### src/rtl/sim_run_ctrl.sv
// Run controller for the simulation top. It holds the DUT in reset for a
// fixed number of cycles and then lets it run. The run ends on the DUT's
// done or fail indication, or when the cycle limit is reached. After a
// drain window it raises finish_req, which the top uses to end the run.
//
// state | meaning
// ------+---------------------------------------------------------------
// HOLD  | DUT held in reset, hold counter running
// RUN   | DUT running, cycles counted, done/fail/timeout watched
// DRAIN | run over, outcome latched, waiting DRAIN_CYCLES before finish
// DONE  | finish requested; terminal until reset
module sim_run_ctrl #(
    parameter int unsigned RESET_CYCLES = 4,
    parameter int unsigned MAX_CYCLES   = 1000,
    parameter int unsigned DRAIN_CYCLES = 8,
    parameter int unsigned CNT_W        = 32
) (
    input  logic             clock_i,
    input  logic             reset_i,
    input  logic             dut_done_i,
    input  logic             dut_fail_i,
    output logic             dut_reset_o,
    output logic             running_o,
    output logic             finish_req_o,
    output logic             finish_pulse_o,
    output logic [1:0]       status_o,
    output logic [CNT_W-1:0] cycle_count_o
);

    typedef enum logic [1:0] {
        HOLD  = 2'd0,
        RUN   = 2'd1,
        DRAIN = 2'd2,
        DONE  = 2'd3
    } state_t;

    localparam logic [1:0] ST_NONE    = 2'd0;
    localparam logic [1:0] ST_PASS    = 2'd1;
    localparam logic [1:0] ST_FAIL    = 2'd2;
    localparam logic [1:0] ST_TIMEOUT = 2'd3;

    // Counters are sized to their own terminal value; keep at least one bit
    // so a zero drain window or single hold cycle still elaborates.
    localparam int unsigned HOLD_W  = (RESET_CYCLES > 1) ? $clog2(RESET_CYCLES) : 1;
    localparam int unsigned DRAIN_W = (DRAIN_CYCLES > 1) ? $clog2(DRAIN_CYCLES) : 1;

    localparam logic [HOLD_W-1:0]  HOLD_LAST  = HOLD_W'(RESET_CYCLES - 1);
    localparam logic [DRAIN_W-1:0] DRAIN_LAST = DRAIN_W'((DRAIN_CYCLES > 0) ? (DRAIN_CYCLES - 1) : 0);
    localparam logic [CNT_W-1:0]   MAX_LAST   = CNT_W'(MAX_CYCLES - 1);
    localparam logic [CNT_W-1:0]   CNT_SAT    = {CNT_W{1'b1}};

    state_t             state_q, state_d;
    logic [HOLD_W-1:0]  hold_cnt_q, hold_cnt_d;
    logic [DRAIN_W-1:0] drain_cnt_q, drain_cnt_d;
    logic [CNT_W-1:0]   cycle_cnt_q, cycle_cnt_d;
    logic [1:0]         status_q, status_d;
    logic               dut_reset_q, dut_reset_d;
    logic               running_q, running_d;
    logic               finish_req_q, finish_req_d;
    logic               finish_pulse_q, finish_pulse_d;
    logic               run_exit;

    // State and output registers; reset overrides everything.
    always_ff @(posedge clock_i) begin
        if (reset_i) begin
            state_q        <= HOLD;
            hold_cnt_q     <= '0;
            drain_cnt_q    <= '0;
            cycle_cnt_q    <= '0;
            status_q       <= ST_NONE;
            dut_reset_q    <= 1'b1;
            running_q      <= 1'b0;
            finish_req_q   <= 1'b0;
            finish_pulse_q <= 1'b0;
        end else begin
            state_q        <= state_d;
            hold_cnt_q     <= hold_cnt_d;
            drain_cnt_q    <= drain_cnt_d;
            cycle_cnt_q    <= cycle_cnt_d;
            status_q       <= status_d;
            dut_reset_q    <= dut_reset_d;
            running_q      <= running_d;
            finish_req_q   <= finish_req_d;
            finish_pulse_q <= finish_pulse_d;
        end
    end

    // Next-state and next-output logic; every output is registered.
    always_comb begin
        state_d        = state_q;
        hold_cnt_d     = hold_cnt_q;
        drain_cnt_d    = drain_cnt_q;
        cycle_cnt_d    = cycle_cnt_q;
        status_d       = status_q;
        dut_reset_d    = dut_reset_q;
        running_d      = running_q;
        finish_req_d   = finish_req_q;
        finish_pulse_d = 1'b0;
        run_exit       = 1'b0;

        case (state_q)
            HOLD: begin
                if (hold_cnt_q == HOLD_LAST) begin
                    state_d     = RUN;
                    dut_reset_d = 1'b0;
                    running_d   = 1'b1;
                end else begin
                    hold_cnt_d = hold_cnt_q + HOLD_W'(1);
                end
            end

            RUN: begin
                if (cycle_cnt_q != CNT_SAT) begin
                    cycle_cnt_d = cycle_cnt_q + CNT_W'(1);
                end
                // fail beats done, and either beats a timeout on the same edge
                if (dut_fail_i) begin
                    run_exit = 1'b1;
                    status_d = ST_FAIL;
                end else if (dut_done_i) begin
                    run_exit = 1'b1;
                    status_d = ST_PASS;
                end else if (cycle_cnt_q == MAX_LAST) begin
                    run_exit = 1'b1;
                    status_d = ST_TIMEOUT;
                end
                if (run_exit) begin
                    running_d = 1'b0;
                    if (DRAIN_CYCLES == 0) begin
                        state_d        = DONE;
                        finish_req_d   = 1'b1;
                        finish_pulse_d = 1'b1;
                    end else begin
                        state_d     = DRAIN;
                        drain_cnt_d = '0;
                    end
                end
            end

            DRAIN: begin
                if (drain_cnt_q == DRAIN_LAST) begin
                    state_d        = DONE;
                    finish_req_d   = 1'b1;
                    finish_pulse_d = 1'b1;
                end else begin
                    drain_cnt_d = drain_cnt_q + DRAIN_W'(1);
                end
            end

            DONE: begin
                finish_req_d = 1'b1;
            end

            default: begin
                state_d = HOLD;
            end
        endcase
    end

    assign dut_reset_o    = dut_reset_q;
    assign running_o      = running_q;
    assign finish_req_o   = finish_req_q;
    assign finish_pulse_o = finish_pulse_q;
    assign status_o       = status_q;
    assign cycle_count_o  = cycle_cnt_q;

endmodule

### config.mk
export PLATFORM = sky130hd
export DESIGN_NAME = sim_run_ctrl
export DESIGN_NICKNAME = d
export VERILOG_FILES = /design/src/rtl/sim_run_ctrl.sv
export SDC_FILE = /design/constraint.sdc
export NUM_CORES = 1
export LEC_CHECK = 0
export ABC_AREA = 1
export ABC_CLOCK_PERIOD_IN_PS = 5400
export CAP_MARGIN = 20
export CORE_ASPECT_RATIO = 0.5
export CORE_MARGIN = 4
export CORE_UTILIZATION = 25
export CTS_BUF_LIST = sky130_fd_sc_hd__clkbuf_4
export DETAILED_ROUTE_END_ITERATION = 6
export HOLD_SLACK_MARGIN = 0.12
export PLACE_DENSITY = 0.49
export SLEW_MARGIN = 20
export SYNTH_ARGS = -nofsm -noshare
export SYNTH_HDL_FRONTEND = slang
export SYNTH_SLANG_ARGS = --single-unit
### constraint.sdc
create_clock -name clock_i -period 5.4 [get_ports clock_i]
set_clock_uncertainty 0.15 [all_clocks]
set_input_delay 1.08 -clock clock_i [delete_from_list [all_inputs] [get_ports clock_i]]
set_output_delay 1.08 -clock clock_i [all_outputs]
set_load 0.005 [all_outputs]
; Word-level counts from Yosys, hierarchy flattened
; Cells that the tools add are included.
[op_classes]
n_eq_ne = 11
div_mod_pow = 0
shifts = 0
multipliers = 0
magnitude_cmp = 0
bitwise = 2
add_sub_neg = 3
mux = 20
n_reduce_logical = 15
[op_table]
columns = cell, count
row1 = $add 32x1->32 const B, 1
row2 = $eq 32x10->1 const B, 1
row3 = $ne 32x32->1 const B, 1
row4 = $mux 2, 6
row5 = $reduce_and 2->1, 5
row6 = $mux 1, 8
row7 = $ne 2x2->1 const B, 4
row8 = $eq 2x2->1 const B, 3
row9 = $mux 3, 2
row10 = $pmux 2 s3, 1
row11 = $pmux 3 s2, 1
row12 = $reduce_and 3->1, 2
row13 = $reduce_bool 2->1, 3
row14 = $reduce_bool 3->1, 2
row15 = $pmux 1 s2, 2
row16 = $reduce_and 4->1, 1
row17 = $add 3x1->3 const B, 1
row18 = $eq 3x3->1 const B, 1
row19 = $add 2x1->2 const B, 1
row20 = $eq 2x1->1 const B, 1
row21 = $logic_not 2->1, 1
row22 = $not 1->1, 2
row23 = $reduce_or 2->1, 1
[word_totals]
romBits = 0
input_bits = 4
regBits = 45
ramBits = 0
latchBits = 0
output_inout_bits = 38
word_cells = 60
mem_count = 0

; Logic depth before layout (Yosys ltp)
; Gate-level depths: netlist (run 1).
[depth]
word_depth = 7
ltp_mapped = 11
depth_no_buf = 11

; Least setup slack after synthesis (run 1)
; OpenSTA, ideal clock, no wires.
[synth_path]
path_kind = input -> register
from = in reset_i
to = reg cycle_cnt_q[14] (netlist: cycle_count_o[14])
cell_stages = 5
setup_ns = 0.065
t_arrival_ns = 1.730
setup_slack_ns = 3.455
n_path_buf = 2
cell_sequence = clkbuf_1 > inv_1 > clkbuf_1 > o21ai_0 > nor2_1
[synth_lines]
columns = item, line
row1 = "start, declared", 19  ; input logic reset_i,
row2 = "end signal, assigned", 79  ; cycle_cnt_q <= cycle_cnt_d;
row3 = "end, declared", 55  ; logic [CNT_W-1:0] cycle_cnt_q, cycle_cnt_d;

; Worst setup path in the final report (run 1)
[layout_path]
from = reg cycle_cnt_q[21] (netlist: cycle_count_o[21])
to = out cycle_count_o[21]
[layout_lines]
columns = item, line
row1 = "end, declared", 27  ; output logic [CNT_W-1:0] cycle_count_o
; No word-level cell between the ends.

==> results of run 1 <==
## final cells by class
type / instances / share of cell area
clock buffer: 5 / 0.01102
sequential: 45 / 0.2644
tap: 145 / 0.05325
inverter: 51 / 0.05619
timing repair buffer: 43 / 0.1249
clock inverter: 3 / 0.003672
multi-input combinational: 345 / 0.4866
## worst min path at each step
stage | start | to | slack (ps) | cells after the start
after floorplan | dut_reset_o | dut_reset_o | 290 | 2
after global placement | status_o[1] | status_o[1] | 290 | 2
after detailed placement | status_o[1] | status_o[1] | 300 | 2
after CTS | status_o[1] | status_o[1] | 320 | 2
after global routing | status_o[1] | status_o[1] | 350 | 2
final | status_o[1] | status_o[1] | 310 | 2
## flip-flops by register name, indices dropped and copies added, names as in the netlist
| signal | count |
|---|---|
| dut_reset_o | 1 |
| cycle_count_o | 32 |
| drain_cnt_q | 3 |
| hold_cnt_q | 2 |
| running_o | 1 |
| status_o | 2 |
| state_q | 2 |
| finish_pulse_o | 1 |
| finish_req_o | 1 |
## layer usage
layer	wire, um	global-route usage	vias to the layer above
met4	85	0.03044	0
met1	4189	0.1773	1235
met5	0	0	-
met2	3181	0.1777	36
met3	363	0.02967	8
li1	-	-	1493
## Yosys cell counts (2+ instances only)
| library cell | instances |
|---|---|
| a21oi_1 | 37 |
| and2_1 | 2 |
| buf_2 | 3 |
| buf_6 | 2 |
| clkbuf_1 | 5 |
| dfxtp_1 | 45 |
| ha_1 | 9 |
| inv_1 | 48 |
| inv_2 | 3 |
| nand2_1 | 161 |
| nand2_2 | 2 |
| nand2_4 | 2 |
| nand3_1 | 28 |
| nand4_1 | 5 |
| nor2_1 | 58 |
| nor3_1 | 10 |
| nor3_2 | 3 |
| o21ai_0 | 7 |
| xnor2_1 | 2 |
| xor2_1 | 11 |
## worst register-to-register path, delay by kind of cell, from the launching register on
kind / cells / cell delay [ps]
buffers and inverters: 2 / 540
adder cells (fa/ha/maj): 1 / 580
flip-flops: 1 / 430
AO/OA/AOI/OAI: 3 / 750
## metrics by stage
| step | power, mW | hold slack, ps | utilization | area, um2 |
|---|---|---|---|---|
| CTS | 0.7677 | 318.3 | 0.3103 | 3407 |
| global route | 0.8162 | 347.3 | 0.3103 | 3407 |
| floorplan | 0.5376 | 290.9 | - | 2806 |
| global placement | 0.5955 | 289.0 | 0.3058 | 3357 |
| finish | 0.7536 | 313.7 | 0.3103 | 3407 |
| detailed placement | 0.5992 | 297.8 | 0.3058 | 3357 |
## power groups by stage
stage	clock network, mW	registers, mW	logic (mW)
final	0.165	0.390	0.199
after global routing	0.190	0.394	0.233
after CTS	0.175	0.390	0.203
after detailed placement	0	0.397	0.203
after global placement	0	0.397	0.199
after floorplan	0	0.389	0.149
## logic make-up after synthesis
family | after synthesis | share of synthesized area
AO/OA/AOI/OAI | 46 | 0.08426
XOR/XNOR | 13 | 0.04057
adder cells (fa/ha/maj) | 9 | 0.04013
buffers and inverters | 61 | 0.08827
flip-flops | 45 | 0.3210
AND/OR/NAND/NOR | 277 | 0.4258
==> reports/summary.txt, run 1 <==
Global-route wire length before repair -> 12,960 um
Total Routed Length -> 7819 um
Critical Path Start Type -> flip-flop
Flip-flop and latch area -> 900.9 um2
Post-synth EDFFs -> 0
Global route overflow -> 0
Multi-input gate area -> 1658 um2
Final hold violation count -> 0
Share of the synthesized area in the top cell type -> 0.3210
Die span in y -> 82.92 um
Final setup vio count -> 0
Root Driver -> clkbuf_4
Final Worst Setup Slack -> 2693 ps
CP required -> 4170 ps
Crit-path max FO -> 6
Yosys warning count -> 0
Fillers -> 1,227
Psw -> 0.2659 mW
#FFs+latches synth -> 45
Sequential power share -> 0.517
PD cells -> 221.2 nW/um2
Initial antenna violation count -> 0
Vias -> 2,772
TritonCTS clock tree -> built
Buffers & Inverters on Critical Path -> 1
Clock Power Share -> 0.219
Critical path type -> flip-flop to output port
FF-to-FF path depth -> 6
Worst setup startpoint -> cycle_count_o[21]
Fin cells -> 637
Core area -> 10,980 um2
Status -> finished clean
Clock latency on the worst-skew pair -> 380 ps
PortBufs -> 41
Initial DRC count -> 135
Pin count of the biggest net entering global routing -> 34
Die Footprint -> 13,090 um2
ANT nets after route -> 0
Post-cts resize count -> 0
Internal -> 0.4877 mW
Maximum VDD drop -> 0.09352 mV
Post-synthesis cell type count -> 28
Total GRT Usage -> 0.1215
Ranking of synthesized cells by area -> dfxtp_1 (32%), nand2_1 (22%), nor2_1 (7.8%)
Crit-path cells -> clkdlybuf4s50_1
Final min period -> 2707 ps
Final #Nets -> 504
Synthesized area -> 2806 um2
Reg-to-reg endpoint -> cycle_count_o[5]
Most frequent cells in the layout -> nand2_1 (161), nor2_1 (58), inv_1 (48), dfxtp_1 (45), clkdlybuf4s50_1 (41)
CTS sink count -> 45
Area Overhead vs Synth -> 21.40%
CP Capture Type -> output port
H-Tree Depth -> 2
DRC Markers -> 0
Max_cap viols -> 0
Clk buf depth -> 2
Setup Buffers After CTS -> 0
Num CTS Buffers -> 5
Hold_buf cts -> 0
Post-synthesis sequential area ratio -> 0.3210
CP arrival -> 1480 ps
Sw frac -> 0.3529
Worst path max stage delay -> 570 ps
Crit-path slowest cell -> clkdlybuf4s50_1
Drt first pass iters -> 4
Leakage -> 1.340 nW
Avg Vias per Cell -> 4.352
Gp weighted congestion -> 0.8462
Pre-CTS WS -> 2725 ps
Syn Inst Count -> 451
Placed Instances -> 629
Top cell type by total area after synthesis -> dfxtp_1
Crit-path leading delay family -> buffers and inverters
Layout cells sized above 1 -> 0.05081
Vias in the first global route -> 2,580
Worst slew margin -> 0.5888
Initial core utilization -> 0.2556
Number of antenna diodes -> 0
Die Width -> 157.8 um
Critical path depth -> 1
Total negative slack -> 0 ps
Dpl hpwl -> 6026 um
Syn_nets -> 464
WL per Instance -> 12.27 um
Most common flop cell mapped by yosys -> dfxtp_1
Async SR Flop Fraction -> 0
Avg Cell Area, Syn -> 6.223 um2
RSZ-0062 raised after global routing -> false
Worst-Margin Slew -> 616.8 ps
Clk slew on worst S/H paths -> 140 ps
Reg2reg start -> state_q[0]
Hold Path Class -> flip-flop to flip-flop
Final Cycle Share -> 0.5013
Critical Path Sink -> cycle_count_o[21]
Combinational Power Share -> 0.263
Max Freq -> 369.4 MHz
Most common cell after layout, fill and taps aside -> nand2_1
Slew Limit Fails -> 0
R2R Setup Slk -> 2890 ps
Row count -> 27
I/O pin cnt -> 42
Note: power is estimated with default switching activity, not from simulation.
==> inputs of run 2 (changes only) <==
--- a/config.mk
+++ b/config.mk
@@ -6,7 +6,7 @@
 export NUM_CORES = 1
 export LEC_CHECK = 0
 export ABC_AREA = 1
-export ABC_CLOCK_PERIOD_IN_PS = 5400
+export ABC_CLOCK_PERIOD_IN_PS = 2760
 export CAP_MARGIN = 20
 export CORE_ASPECT_RATIO = 0.5
 export CORE_MARGIN = 4
==> constraint.sdc (replaced) <==
create_clock -name clock_i -period 2.76 [get_ports clock_i]
set_clock_uncertainty 0.15 [all_clocks]
set_input_delay 0.552 -clock clock_i [delete_from_list [all_inputs] [get_ports clock_i]]
set_output_delay 0.552 -clock clock_i [all_outputs]
set_load 0.005 [all_outputs]
==> run 2 against run 1 <==
Global-route usage grew 0.78 points. Largest power group unchanged. Register-to-register slack lost 2200 ps. Wire length grew 2.4%.
==> reports/summary.txt, run 2 (synthesis results as in run 1) <==
Total negative slack -> 0 ps (unchanged)
CP arrival -> 1430 ps (-50 ps)
Row count -> 27 (unchanged)
Maximum VDD drop -> 0.2647 mV (+180%)
Max reg flops -> 32 (unchanged)
WL met3 -> 370 um (+1.9%)
R2R Setup Slk -> 700 ps (-2190 ps)
CTS sink count -> 45 (unchanged)
Worst slew margin -> 0.6777 (+0.08889)
Final min period -> 2134 ps
Layout cells sized above 1 -> 0.05285 (+0.002033)
Clk slew on worst S/H paths -> 130 ps (about the same)
Die Footprint -> 13,090 um2 (unchanged)
Pin count of the biggest net entering global routing -> 33 (-2.9%)
Clk buf depth -> 2 (unchanged)
Total Routed Length -> 8010 um (+2.4%)
Leakage -> 1.345 nW (+0.33%)
Post-cts resize count -> 0 (unchanged)
I/O pin cnt -> 42 (unchanged)
Critical path depth -> 1 (unchanged)
Initial DRC count -> 92 (-32%)
Vias in the first global route -> 2,851 (+11%)
Worst-Margin Slew -> 483.0 ps (-133.9 ps)
Worst setup startpoint -> cycle_count_o[16]
Max Freq -> 468.5 MHz
Vias -> 2,779 (+0.25%)
Status -> finished clean
Total GRT Usage -> 0.1293 (+0.007839)
Reg-to-reg endpoint -> cycle_count_o[18]
Die span in y -> 82.92 um (unchanged)
RSZ-0062 raised after global routing -> false
Initial antenna violation count -> 0 (unchanged)
Setup Buffers After CTS -> 0 (unchanged)
Final #Nets -> 505 (+0.20%)
WL per Instance -> 12.57 um (+2.4%)
Max_cap viols -> 0 (unchanged)
Final hold violation count -> 0 (unchanged)
Final Cycle Share -> 0.7733
Worst path max stage delay -> 560 ps (about the same)
ANT nets after route -> 0 (unchanged)
Hold Path Class -> flip-flop to flip-flop
Buffers & Inverters on Critical Path -> 1 (unchanged)
Area Overhead vs Synth -> 21.62%
Root Driver -> clkbuf_4
TritonCTS clock tree -> built
Avg Vias per Cell -> 4.363 (+0.25%)
DRC Markers -> 0 (unchanged)
Top sig layer -> met4
Number of antenna diodes -> 0 (unchanged)
Crit-path leading delay family -> buffers and inverters
Slew Limit Fails -> 0 (unchanged)
Most frequent cells in the layout -> nand2_1 (161), nor2_1 (58), inv_1 (48), dfxtp_1 (45), clkdlybuf4s50_1 (41)
Global route overflow -> 0 (unchanged)
Met1 WL -> 4124 um (-1.6%)
PD cells -> 430.5 nW/um2 (+95%)
Placed cell areas -> 3364 um2 (+0.22%)
CP Capture Type -> output port
Gp weighted congestion -> 0.8734 (+3.2%)
Dpl hpwl -> 6213 um (+3.1%)
Crit-path max FO -> 6 (unchanged)
Reg2reg start -> cycle_count_o[0]
Num CTS Buffers -> 5 (unchanged)
Crit-path slowest cell -> clkdlybuf4s50_1
Initial core utilization -> 0.2556 (unchanged)
Clock latency on the worst-skew pair -> 370 ps (about the same)
Hold_buf cts -> 0 (unchanged)
Critical Path Start Type -> flip-flop
PortBufs -> 41 (unchanged)
Final setup vio count -> 0 (unchanged)
H-Tree Depth -> 2 (unchanged)
FF-to-FF path depth -> 10 (+4)
DR WL met2 -> 3442 um (+8.2%)
Drt first pass iters -> 4 (unchanged)
Finished Cell Area -> 3413 um2 (+0.18%)
Most common cell after layout, fill and taps aside -> nand2_1
Critical path type -> flip-flop to output port
Critical Path Sink -> cycle_count_o[16]
Die Width -> 157.8 um (unchanged)
Core area -> 10,980 um2 (unchanged)
Global-route wire length before repair -> 13,830 um (+6.8%)
CP required -> 2060 ps (-2110 ps)
Crit-path cells -> clkdlybuf4s50_1
## run 2: cell types whose count changed in the layout (fill, tap and decap cells not counted)
cell,before,now
buf_4,2,3
clkbuf_4,5,6
clkinv_1,2,1
clkinv_2,1,0
## run 2: worst min path at each step
stage	from	to	slack, ps	cells past startpoint
3_5_place_dp	dut_reset_o	dut_reset_o	290	2
2_1_floorplan	dut_reset_o	dut_reset_o	290	2
3_3_place_gp	dut_reset_o	dut_reset_o	290	2
4_1_cts	dut_reset_o	dut_reset_o	310	2
6_report	dut_reset_o	dut_reset_o	310	2
5_1_grt	dut_reset_o	dut_reset_o	330	2
## run 2: stage by stage
step | std cells | utilization | total power [mW] | hold WS (ps) | setup slack, ps
after floorplan | 451 | - | 1.052 | 290.9 | 984.6
after global placement | 630 | 0.3064 | 1.169 | 294.4 | 742.5
after detailed placement | 630 | 0.3064 | 1.174 | 288.0 | 671.9
after CTS | 637 | 0.3109 | 1.504 | 312.5 | 597.0
after global routing | 637 | 0.3109 | 1.603 | 325.6 | 509.0
final | 637 | 0.3109 | 1.469 | 306.6 | 625.6
## run 2: area by class of cell
class                   count  area (um2)
inverters                  51       191.4
repair buffers             44       432.9
well taps                 145       181.4
fillers                  1258        7566
multi-input cells         345        1658
clock buffers               6       45.04
clock inverters             1       3.754
flip-flops and latches     45       900.9
## run 2: report_power, final
part / switching [mW] / leakage (nW) / internal [mW] / total [mW]
logic: 0.243 / 0.951 / 0.154 / 0.397
clock network: 0.217 / 0.0292 / 0.103 / 0.320
registers: 0.0409 / 0.364 / 0.711 / 0.752
total: 0.501 / 1.34 / 0.968 / 1.47
## run 2: per-layer routing
| layer | GRT usage | vias up |
|---|---|---|
| li1 | - | 1487 |
| met1 | 0.1797 | 1242 |
| met2 | 0.2047 | 43 |
| met3 | 0.02863 | 7 |
| met4 | 0.02810 | 0 |
| met5 | 0 | - |
==> inputs of run 3 (changes only) <==
--- a/config.mk
+++ b/config.mk
@@ -6,7 +6,7 @@
 export NUM_CORES = 1
 export LEC_CHECK = 0
 export ABC_AREA = 1
-export ABC_CLOCK_PERIOD_IN_PS = 2760
+export ABC_CLOCK_PERIOD_IN_PS = 2240
 export CAP_MARGIN = 20
 export CORE_ASPECT_RATIO = 0.5
 export CORE_MARGIN = 4
==> constraint.sdc (replaced) <==
create_clock -name clock_i -period 2.24 [get_ports clock_i]
set_clock_uncertainty 0.15 [all_clocks]
set_input_delay 0.448 -clock clock_i [delete_from_list [all_inputs] [get_ports clock_i]]
set_output_delay 0.448 -clock clock_i [all_outputs]
set_load 0.005 [all_outputs]
==> run 3 against run 2 <==
Sequential power rose by 23%. Via count grew 0.25%. Die area stayed put. Utilization grew 0.21 points. First-iteration DRC count increased by 47%. Register-to-register slack worse by 420 ps. Combinational power increased by 24%. Flip-flop and latch count unchanged.
==> reports/summary.txt, run 3 (synthesis results as in run 1) <==
Status -> finished clean
Crit-path cells -> clkdlybuf4s50_1
Crit-path slowest cell -> clkdlybuf4s50_1
Die Width -> 157.8 um (unchanged)
Dpl hpwl -> 6163 um (-0.81%)
Crit-path max FO -> 6 (unchanged)
PortBufs -> 41 (unchanged)
Slew Limit Fails -> 0 (unchanged)
Most frequent cells in the layout -> nand2_1 (161), nor2_1 (58), inv_1 (48), dfxtp_1 (45), clkdlybuf4s50_1 (41)
Die span in y -> 82.92 um (unchanged)
Critical Path Start Type -> flip-flop
Worst setup startpoint -> cycle_count_o[2]
I/O pin cnt -> 42 (unchanged)
Number of antenna diodes -> 0 (unchanged)
Initial core utilization -> 0.2556 (unchanged)
Final Cycle Share -> 0.8966
Gp weighted congestion -> 0.8669 (-0.74%)
Leakage -> 1.361 nW (+1.2%)
Critical Path Sink -> cycle_count_o[2]
Critical path type -> flip-flop to output port
Setup Buffers After CTS -> 0 (unchanged)
PD cells -> 529.3 nW/um2 (+23%)
RSZ-0062 raised after global routing -> false
Crit-path leading delay family -> buffers and inverters
Fillers -> 1,220 (-3.0%)
Final #Nets -> 508 (+0.59%)
Core area -> 10,980 um2 (unchanged)
Hold_ws -> 309.0 ps (+2.386 ps)
ANT nets after route -> 0 (unchanged)
Total negative slack -> 0 ps (unchanged)
Post-cts resize count -> 0 (unchanged)
TritonCTS clock tree -> built
Total GRT Usage -> 0.1236 (-0.005756)
Pin count of the biggest net entering global routing -> 33 (unchanged)
Avg Vias per Cell -> 4.353 (-0.22%)
Root Driver -> clkbuf_4
Final hold violation count -> 0 (unchanged)
FF-to-FF path depth -> 9 (-1)
Vias -> 2,786 (+0.25%)
Clock latency on the worst-skew pair -> 370 ps (about the same)
Reg2reg start -> cycle_count_o[1]
Worst slew margin -> 0.6890 (+0.01130)
Max_cap viols -> 0 (unchanged)
Drt first pass iters -> 4 (unchanged)
Worst-Margin Slew -> 466.0 ps (-16.93 ps)
Initial DRC count -> 135 (+47%)
Worst path max stage delay -> 550 ps (about the same)
Placed cell areas -> 3387 um2 (+0.67%)
Buffers & Inverters on Critical Path -> 1 (unchanged)
CP arrival -> 1410 ps (-20 ps)
Met1 usage -> 0.1795 (-0.0002336)
Hold_buf cts -> 0 (unchanged)
Finished Cell Area -> 3436 um2 (+0.66%)
CP Capture Type -> output port
Busiest grt layer -> met2
Overall power -> 1.819 mW (+24%)
Most common cell after layout, fill and taps aside -> nand2_1
CP required -> 1640 ps (-420 ps)
H-Tree Depth -> 2 (unchanged)
Max reg flops -> 32 (unchanged)
Area Overhead vs Synth -> 22.43%
Max Freq -> 497.9 MHz
Hold Path Class -> flip-flop to flip-flop
Global route overflow -> 0 (unchanged)
Initial antenna violation count -> 0 (unchanged)
CTS sink count -> 45 (unchanged)
Clk slew on worst S/H paths -> 140 ps (about the same)
Vias in the first global route -> 2,669 (-6.4%)
Critical path depth -> 1 (unchanged)
R2R Setup Slk -> 280 ps (-420 ps)
GR Util met2 -> 0.1889 (-0.01581)
Die Footprint -> 13,090 um2 (unchanged)
Num CTS Buffers -> 5 (unchanged)
Clk buf depth -> 2 (unchanged)
Final setup vio count -> 0 (unchanged)
Row count -> 27 (unchanged)
Global-route wire length before repair -> 13,160 um (-4.9%)
Reg-to-reg endpoint -> cycle_count_o[5]
WL per Instance -> 12.36 um (-1.7%)
Final core occ -> 0.3129 (+0.002051)
Final min period -> 2008 ps
Met3 Usage GRT -> 0.02759 (-0.001041)
Total Routed Length -> 7912 um (-1.2%)
DRC Markers -> 0 (unchanged)
Layout cells sized above 1 -> 0.05859 (+0.005740)
Maximum VDD drop -> 0.3024 mV (+14%)
==> run 3: report_power, final <==
part / total (mW) / switching, mW / leakage [nW] / internal (mW)
combinational: 0.491 / 0.299 / 0.968 / 0.191
clock: 0.400 / 0.273 / 0.0292 / 0.127
sequential: 0.928 / 0.0519 / 0.364 / 0.876
==> run 3: area by class of cell <==
class	instances	area, um2	area share
Sequential cell	45	900.9	0.2622
Tap cell	145	181.4	0.05280
Multi-Input combinational cell	345	1658	0.4825
Clock buffer	6	45.04	0.01311
Inverter	51	191.4	0.05572
Timing Repair Buffer	47	455.4	0.1326
Clock inverter	1	3.754	0.001092
==> run 3: per-stage QoR <==
step / std cells / setup slack, ps
2_1_floorplan: 451 / 464.6
5_1_grt: 640 / 60.30
3_3_place_gp: 633 / 349.9
3_5_place_dp: 633 / 284.2
4_1_cts: 640 / 175.1
6_report: 640 / 231.7
==> run 3: worst min-delay path by stage <==
stage | startpoint | end | cells past startpoint
CTS | dut_reset_o | dut_reset_o | 2
finish | dut_reset_o | dut_reset_o | 2
global route | dut_reset_o | dut_reset_o | 2
global placement | status_o[1] | status_o[1] | 2
detailed placement | dut_reset_o | dut_reset_o | 2
floorplan | dut_reset_o | dut_reset_o | 2
==> run 3: layer usage <==
layer | wire length, um | up-vias
met5 | 0 | -
met4 | 29 | 0
met3 | 467 | 2
met1 | 3990 | 1240
li1 | - | 1495
met2 | 3425 | 49
